`src/rtl/tree_io_pkg.sv`:
```
// Shared definitions for the feature loader and the external tree classifier.
package tree_io_pkg;

  localparam int NUM_FEAT_DEF = 20;
  localparam int FEAT_W       = 8;
  localparam int CLASS_W_DEF  = 2;

  typedef enum logic [1:0] {
    ST_LOAD = 2'd0,
    ST_EVAL = 2'd1,
    ST_OUT  = 2'd2
  } ld_state_t;

  // Slots 4 and 5 carry no information for the classifier; they are stored as zero.
  function automatic logic is_unused_slot(input int unsigned slot);
    return (slot == 4) || (slot == 5);
  endfunction

endpackage

```
`src/rtl/feature_frame_loader.sv`:
```
// Collects one frame of feature bytes, holds it for the external classifier,
// captures the class after a settle time and hands it downstream.
module feature_frame_loader
  import tree_io_pkg::*;
#(
  parameter int NUM_FEAT = NUM_FEAT_DEF,
  parameter int EVAL_CYC = 2,
  parameter int CLASS_W  = CLASS_W_DEF
) (
  input  logic                       clk,
  input  logic                       rst,
  input  logic [FEAT_W-1:0]          s_data,
  input  logic                       s_valid,
  input  logic                       s_first,
  output logic                       s_ready,
  output logic [FEAT_W*NUM_FEAT-1:0] feat_vec,
  input  logic [CLASS_W-1:0]         cls_in,
  output logic [CLASS_W-1:0]         m_class,
  output logic                       m_valid,
  input  logic                       m_ready,
  output logic [15:0]                frame_cnt
);

  localparam int IDX_W = $clog2(NUM_FEAT);

  ld_state_t        state;
  logic [IDX_W-1:0] idx;
  logic [3:0]       eval_cnt;

  logic             xfer;
  logic             wr_en;
  logic [IDX_W-1:0] wr_slot;
  logic             last_wr;

  assign xfer = s_valid && s_ready;

  // s_first always restarts at slot 0; a byte without s_first before any start is dropped.
  always_comb begin
    wr_en   = 1'b0;
    wr_slot = idx;
    if (xfer) begin
      if (s_first) begin
        wr_en   = 1'b1;
        wr_slot = '0;
      end else if (idx != '0) begin
        wr_en = 1'b1;
      end
    end
  end

  assign last_wr = wr_en && (wr_slot == IDX_W'(NUM_FEAT - 1));

  always_ff @(posedge clk) begin
    if (rst) begin
      state     <= ST_LOAD;
      idx       <= '0;
      eval_cnt  <= '0;
      feat_vec  <= '0;
      m_class   <= '0;
      m_valid   <= 1'b0;
      frame_cnt <= '0;
      s_ready   <= 1'b0;
    end else begin
      case (state)
        ST_LOAD: begin
          s_ready <= 1'b1;
          if (wr_en) begin
            feat_vec[FEAT_W*wr_slot +: FEAT_W] <=
              is_unused_slot(32'(wr_slot)) ? '0 : s_data;
            if (last_wr) begin
              idx      <= '0;
              eval_cnt <= '0;
              s_ready  <= 1'b0;
              state    <= ST_EVAL;
            end else begin
              idx <= wr_slot + 1'b1;
            end
          end
        end
        ST_EVAL: begin
          if (eval_cnt == 4'(EVAL_CYC - 1)) begin
            m_class  <= cls_in;
            m_valid  <= 1'b1;
            eval_cnt <= '0;
            state    <= ST_OUT;
          end else begin
            eval_cnt <= eval_cnt + 4'd1;
          end
        end
        ST_OUT: begin
          if (m_ready) begin
            m_valid   <= 1'b0;
            frame_cnt <= frame_cnt + 16'd1;
            s_ready   <= 1'b1;
            state     <= ST_LOAD;
          end
        end
        default: begin
          state   <= ST_LOAD;
          s_ready <= 1'b0;
          m_valid <= 1'b0;
        end
      endcase
    end
  end

endmodule

```
`config.mk`:
```
export PLATFORM = sky130hd
export DESIGN_NAME = feature_frame_loader
export DESIGN_NICKNAME = d
export VERILOG_FILES = /design/src/rtl/tree_io_pkg.sv /design/src/rtl/feature_frame_loader.sv
export SDC_FILE = /design/constraint.sdc
export NUM_CORES = 1
export LEC_CHECK = 0
export BUFFER_PORTS_ARGS = -buffer_cell sky130_fd_sc_hd__buf_2
export CORE_MARGIN = 5
export CORE_UTILIZATION = 54
export CTS_CLUSTER_DIAMETER = 200
export DETAILED_ROUTE_END_ITERATION = 12
export GPL_TIMING_DRIVEN = 0
export PLACE_DENSITY = 0.78
export SLEW_MARGIN = 10
export SYNTH_ARGS = -nofsm -noshare
export SYNTH_HDL_FRONTEND = slang
export SYNTH_SLANG_ARGS = --single-unit
```
`constraint.sdc`:
```
create_clock -name clk -period 3.9 [get_ports clk]
set_clock_uncertainty 0.05 [all_clocks]
set_input_delay 0.195 -clock clk [delete_from_list [all_inputs] [get_ports clk]]
set_output_delay 0.195 -clock clk [all_outputs]
set_load 0.05 [all_outputs]
```
==> results of run 1 <==
[cells in the final DEF (no fill, tap or decap), types with 4 or more instances in the layout]
cell type / synthesis / layout
mux2i_1: 139 / 139
buf_4: 2 / 4
o31ai_1: 14 / 14
ha_1: 9 / 8
dlygate4sd3_1: 0 / 6
or2_2: 4 / 4
dfxtp_1: 191 / 191
bufinv_16: 0 / 4
or3_1: 4 / 4
buf_6: 4 / 4
a311oi_1: 8 / 6
a22o_1: 17 / 17
and2_1: 4 / 4
o21a_1: 4 / 4
buf_1: 5 / 5
nand2b_1: 12 / 12
clkbuf_1: 36 / 32
o211ai_1: 12 / 12
a21oi_1: 28 / 27
nand2_1: 174 / 174
or4_1: 12 / 12
nor2_1: 30 / 30
clkbuf_16: 0 / 17
nand4_4: 2 / 4
nand3_1: 40 / 39
nand4_1: 25 / 25
xor2_1: 9 / 9
nand4b_1: 11 / 11
o21ai_0: 9 / 9
buf_2: 14 / 207
inv_1: 19 / 19
and3_1: 4 / 4
nor4_4: 5 / 5
[repair_timing]
action                                 4_1_cts  5_1_grt
pin swaps                                    0        0
hold buffers                                 6        0
buffers inserted                             1        0
gates resized for setup                      7        5
cloned                                       0        0
endpoints found under the hold margin        6        0
setup endpoints to repair                  160       53
[cells by family (layout without fill, tap and decap cells)]
kind of cell | count (synthesis) | in the layout | synth area share
AOI/OAI and AO/OA | 106 | 106 | 0.09214
xor gates and xnor gates | 12 | 12 | 0.01238
adders and majority gates | 9 | 9 | 0.01327
buffers and inverters | 81 | 311 | 0.04231
DFF | 191 | 191 | 0.4505
muxes | 139 | 139 | 0.1639
other | 0 | 1 | 0
and+or+nand+nor | 360 | 360 | 0.2254
[power by group]
part	leakage (nW)	internal [mW]	switching, mW
logic	3.02	0.0640	0.200
clock network	0.303	1.09	0.754
registers	1.54	1.95	0.00310
[routing by layer]
layer,vias up,part of all wire
li1,3642,-
met1,3641,0.43
met2,299,0.47
met3,47,0.088
met4,0,0.020
met5,-,0
[through the flow]
| stage | hold WS [ps] | utilization |
|---|---|---|
| floorplan | 270.7 | - |
| global placement | 381.5 | 0.6345 |
| detailed placement | 392.8 | 0.6362 |
| CTS | 5.394 | 0.6836 |
| global route | 26.72 | 0.6846 |
| finish | 16.18 | 0.6847 |
[flip-flops by register name (all words and copies together) (netlist names)]
register and count:
frame_cnt 16, state 2, s_ready 1, feat_vec 160, eval_cnt 4, m_class 2, m_valid 1, idx 5
[worst paths after layout]
path | startpoint | endpoint | slack (ps) | depth (start not counted)
min | s_data[4] | feat_vec[4]$_SDFFE_PP0P_ | 20 | 2
min reg2reg | feat_vec[128]$_SDFFE_PP0P_ | feat_vec[128]$_SDFFE_PP0P_ | 400 | 2
max reg2reg | s_ready$_SDFFE_PP0P_ | feat_vec[48]$_SDFFE_PP0P_ | 140 | 11
max | s_ready$_SDFFE_PP0P_ | feat_vec[48]$_SDFFE_PP0P_ | 140 | 11
[worst max-delay path: stages (launching register included)]
cell      delay (ps)
dfxtp_1          320
buf_2            220
nand3_4          180
clkbuf_2         270
nand2_1          170
inv_1             90
ha_1             310
or2_2            330
clkbuf_1         170
a311oi_1        1120
nand3_1          220
mux2i_1          220
[area by class of cell]
type / count / area, µm² / area share
Buffer: 59 / 279.0 / 0.02661
Clock inverter: 13 / 185.2 / 0.01766
Inverter: 20 / 75.07 / 0.007159
Multi-Input combinational cell: 626 / 4377 / 0.4174
Antenna cell: 1 / 2.502 / 0.0002386
Timing Repair Buffer: 201 / 1041 / 0.09927
Tap cell: 211 / 264.0 / 0.02518
Sequential cell: 191 / 3824 / 0.3646
Clock buffer: 18 / 439.2 / 0.04188
==> run summary, run 1 <==
The flow ran to the end, and the final reports show no timing, DRC or antenna violations. In this run the worst hold path is classified as input port to register. Including well taps, the total number of placed cells is 1303. After clock tree synthesis, the clock-pin slew on the worst setup and hold paths is 70 ps. In the routed design, unresolved DRC markers number 0. Entering global routing, the biggest net connects 17 pins. A synthesized cell averages 9.451 µm². For the worst endpoint data arrival time, the log shows 4070 ps. The main flop type after synthesis was dfxtp_1. The count of flip-flops with a built-in enable after synthesis works out to 0.

The tools report the number of hold-slack violations in the final timing report as 0. The area added between synthesis and finish was 23.56%; the detailed-route wire length per cell was 18.21 µm. The share of async-settable or async-resettable flops after synthesis is 0. The number of clock buffers added by TritonCTS is 17. Detailed-route wire length: 24400 µm. The portion of synthesized cell area occupied by the leading cell type works out to 0.4505. By area the synthesized netlist is led by dfxtp_1 (45%), mux2i_1 (16%), nand2_1 (7.7%).

The placeable core region is 0.01531 mm², and the number of global-route vias before repair is 7222. The count of input and output buffers was 193; the static leakage was 4.863 nW. The die outline area came out at 0.01832 mm². During synthesis, Yosys emitted a total of 0 warnings.

The kind of start point of the critical path was a register. The actual transition at the worst max-transition pin works out to 1318 ps. The power per unit of standard cell area is 387.6 mW/mm², and the worst slew margin relative to its limit is 0.1156. The met1 usage in global routing was 0.3361; the final weighted congestion in routability-driven placement was 0.9735. The mapped netlist covers 0.008487 mm². Of all nets on the critical path, the largest fanout is 11.

The tools report the sink count of the clock tree as 191. Once placement finished, the instance area stood at 0.009743 mm². met2 is the most crowded layer.

The run gives 4210 ps as the required time at the endpoint of the critical path. The proportion of layout cells with a drive suffix above 1 is 0.2473, and the number of vias per cell is 5.693. Once routing completed, OpenROAD measured the worst setup slack at 139.2 ps. The final cycle utilization of the critical path is 0.9643. Setup repair after global routing could not meet its margin everywhere. TritonCTS built the clock tree. The worst setup path is of the register to register kind.

The tools report the met3 routing resource usage after global routing as 0.06835. The time the worst path needs with I/O delays and setup was 3761 ps; the routed via count was 7629. The timing-limited maximum frequency was 0.2659 GHz; the synthesized netlist cell count was 898. For the global router's overall resource usage, the log shows 0.2587. Vertical die dimension: 135.4 µm. Number of distinct library cells after synthesis: 61. VDD sags by at most 0.3241 mV.

The tools report the power after layout as 4.065 mW. The number of setup violations in the final report is 0. The logs give 0 for the overall overflow remaining after global route and 430 ps for the insertion delay to the later sink of the worst-skew pair. The finished layout holds 1340 standard cells, fillers aside.

The clock tree buffer depth was 2. The H-tree was split into 4 levels. The top-level I/O count was 195.

After floorplanning, the core was divided into 45 placement rows. For the number of nets in the synthesized netlist, the log shows 922. For the global routing usage on met2, the log shows 0.4212. The synthesized design spends more area on one cell type than any other, namely dfxtp_1. The first global-routing pass estimated 37840 µm of wire. The final max-slew violation count is 0. OpenSTA, run right after detailed placement, puts the worst setup slack at -485.2 ps.

Number of antenna violations at the first check in global routing: 0. For the share of the yosys chip area belonging to registers, the log shows 0.4505. The horizontal extent of the die works out to 135.4 µm. In this run, the number of DRC markers left after iteration 0 of detailed routing was 499. The net count of the finished layout is 1140. The final instance area came out at 0.01049 mm².

By count the netlist is led by dfxtp_1 (191), nand2_1 (174), mux2i_1 (139). After routing, the total negative slack on setup checks comes to 0 ps. The run gives 0.5542 as the initial core utilization. Critical path endpoint category: a register.

Register bit total from synthesis: 191. The tools report the first-pass detailed-route iteration total as 4. Max-cap violations in this run came to 0. The most common cell in the synthesized netlist is dfxtp_1. The cell sitting at the root of the clock tree is a clkbuf_16. The logs give 17920 µm for the placed wire-length estimate and 1276 for the fill cell total of the finished layout. The run gives 0 as the residual antenna-violating net count after detailed routing.
Power figures use the tool's default switching activity.
==> inputs of run 2 (changes only) <==
--- a/config.mk
+++ b/config.mk
@@ -11,6 +11,7 @@
 export CTS_CLUSTER_DIAMETER = 200
 export DETAILED_ROUTE_END_ITERATION = 12
 export GPL_TIMING_DRIVEN = 0
+export MAX_ROUTING_LAYER = met4
 export PLACE_DENSITY = 0.78
 export SLEW_MARGIN = 10
 export SYNTH_ARGS = -nofsm -noshare
==> run 2 against run 1 <==
Effect of this change: combinational power is 6% higher; non-clock buffer count is 4 higher; final cell count is 0.30% higher; final area is 0.95% higher; sequential share of layout area is 0.34 points lower; first-iteration DRC count is 8.4% higher; power hardly changed; register-to-register slack better by 60 ps; fmax is 1.8% higher; die area stayed put; global-route usage is 1.5 points higher; utilization is 0.65 points higher.
==> run summary, run 2 (same netlist as run 1, synthesis figures left out) <==
The top-level I/O count is 195 (unchanged). The logs give 541 (+8.4%) for the detailed router's first-iteration violation count and 0.6913 (+0.006536) for the share of the core filled with cells. The final max-slew violation count was 0 (unchanged); the required time at the endpoint of the critical path was 4170 ps (-40 ps). The tools report the instance area after placement as 0.009756 mm² (+0.13%).

The area added between synthesis and finish works out to 24.74%. The tools report the max-cap check violation count as 0 (unchanged). The power per unit of standard cell area came out at 384.2 mW/mm² (-0.90%). The detailed-route wire length per cell is 18.40 µm (+1.0%). The total number of H-tree levels came out at 4 (unchanged). The kind of start point of the critical path was a register. The layout net count is 1144 (+0.35%), and the horizontal extent of the die is 135.4 µm (unchanged). Global-route wire length before repair: 38810 µm (+2.6%). The final cycle utilization of the critical path is 0.9476 (-0.01667). The tools report the static leakage as 4.894 nW (+0.63%). The tools report the die outline area as 0.01832 mm² (unchanged). The run gives 17 (unchanged) as the largest net degree at the start of global routing.

The worst hold margin was 15.15 ps (-1.038 ps). Number of setup violations in the final report: 0 (unchanged). The root buffer cell chosen for the clock tree is clkbuf_16.

The flip-flop count of the largest register after layout works out to 160 (unchanged). The logs give 0 (unchanged) for the residual antenna-violating net count after detailed routing and 7682 (+0.69%) for the routed via count. The sink count of the clock tree was 191 (unchanged).

The proportion of layout cells with a drive suffix above 1 was 0.2533 (+0.005969); the initial core utilization was 0.5542 (unchanged). The number of global-route vias before repair was 7328 (+1.5%); the actual transition at the worst max-transition pin was 1188 ps (-129.8 ps). Global router's overall resource usage: 0.2735 (+0.01484). The time the worst path needs with I/O delays and setup came out at 3696 ps (-65.00 ps). The tools report the placed wire-length estimate as 17970 µm (+0.24%). STA classifies the critical path endpoint as a register. The logs give 0.01531 mm² (unchanged) for the placeable core region and 430 ps (about the same) for the insertion delay to the later sink of the worst-skew pair.

For the number of buffers created by CTS, the log shows 17 (unchanged). The leading cell type in the layout, fill and taps excluded is buf_2. For the first-pass detailed-route iteration total, the log shows 5 (+1). The setup path with the least slack is of type register to register.

The clock-pin slew of the registers on the worst-case setup and hold paths was 70 ps (about the same); the vertical die dimension was 135.4 µm (unchanged). The classification of the worst-slack hold path is input port to register. The flow ran to the end, and the final reports show no timing, DRC or antenna violations. Setup repair after global routing left no endpoint under its margin. More flip-flops sit in one register than any other, and that register is feat_vec. The run gives 0.2706 GHz (+1.8%) as the timing-limited maximum frequency. TritonCTS built the clock tree. The peak supply drop was 0.3161 mV (-2.5%). The final instance area was 0.01059 mm² (+0.95%); the number of diodes was 0 (-1). For the number of antenna violations at the first check in global routing, the log shows 0 (unchanged). The top cell types in the final layout, fill and taps aside, are buf_2 (207), dfxtp_1 (191), nand2_1 (174). The run gives 0 (unchanged) as the number of hold-slack violations in the final timing report.

The final weighted congestion in routability-driven placement was 0.9965 (+2.4%); the worst endpoint data arrival time was 3970 ps (-100 ps). The largest registers in the layout are feat_vec: 160 flops, frame_cnt: 16 flops, idx: 5 flops. The number of vias per cell is 5.716 (+0.40%), and the number of design rule violations left after detail routing is 0 (unchanged).

The overall overflow remaining after global route was 0 (unchanged). The number of core rows was 45 (unchanged); the worst slew margin relative to its limit was 0.2008 (+0.08520). The largest fanout of any net on the critical path works out to 10 (-1). The clock tree buffer depth came out at 2 (unchanged). The detailed-route wire length is 24730 µm (+1.3%), and the count of input and output buffers is 193 (unchanged).
-- run 2: changes by cell type in the layout (fill, tap and decap cells not counted), moves of 2 or more --
cell / change
nand4_2: -2
a311oi_2: +4
nand4_4: +2
buf_4: +3
a311oi_4: +2
clkbuf_4: +2
a311oi_1: -6
clkinv_4: +2
clkbuf_1: +2
-- run 2: layout make-up --
| class | count | area (µm²) |
|---|---|---|
| clock buffer | 19 | 432.9 |
| sequential | 191 | 3824 |
| timing repair buffer | 204 | 1064 |
| clock inverter | 13 | 186.4 |
| tap | 211 | 264.0 |
| multi-input combinational | 626 | 4452 |
| fill | 1247 | 4728 |
| buffer | 60 | 289.0 |
| inverter | 20 | 75.07 |
-- run 2: worst paths after layout --
kind | from | cells past startpoint | endpoint | slack [ps]
min | s_data[7] | 2 | feat_vec[7]$_SDFFE_PP0P_ | 20
min reg2reg | feat_vec[134]$_SDFFE_PP0P_ | 2 | feat_vec[134]$_SDFFE_PP0P_ | 400
max reg2reg | s_ready$_SDFFE_PP0P_ | 15 | feat_vec[133]$_SDFFE_PP0P_ | 200
max | s_ready$_SDFFE_PP0P_ | 15 | feat_vec[133]$_SDFFE_PP0P_ | 200
-- run 2: power by group --
part / switching (mW) / internal, mW
combinational: 0.209 / 0.0705
clock: 0.754 / 1.08
sequential: 0.00306 / 1.95
-- run 2: critical path, stage by stage, from the launching register on --
cell	delay, ps
dfxtp_1	310
buf_2	170
nand3_1	120
clkbuf_4	240
clkbuf_4	260
and2_1	220
inv_1	80
ha_1	230
buf_2	210
o21a_1	150
ha_4	330
nor2b_1	180
o211ai_1	150
or4_1	560
buf_6	180
mux2i_1	120
-- run 2: through the flow --
| step | setup TNS (ps) | power (mW) | instances | setup slack [ps] |
|---|---|---|---|---|
| finish | 0 | 4.067 | 1344 | 204.2 |
| global route | 0 | 4.186 | 1344 | 18.66 |
| CTS | 0 | 4.061 | 1341 | 32.66 |
| detailed placement | -46700 | 2.251 | 1303 | -522.4 |
| global placement | -38120 | 2.246 | 1302 | -445.1 |
| floorplan | 0 | 2.167 | 898 | 58.58 |
-- run 2: timing repair --
action                                 in CTS  in global routing
endpoints found under the hold margin       6                  0
gates cloned                                0                  0
setup endpoints to repair                 160                152
pin swaps                                   0                  2
setup buffers                               1                  3
hold buffers                                6                  0
resized for setup                           8                 15
-- run 2: metal layers --
metal | track usage | routed length, µm | up-vias
met5 | - | 0 | -
li1 | - | - | 3653
met3 | 0.06501 | 2004 | 27
met2 | 0.4256 | 11450 | 314
met4 | 0.06663 | 335 | 0
met1 | 0.3620 | 10940 | 3688
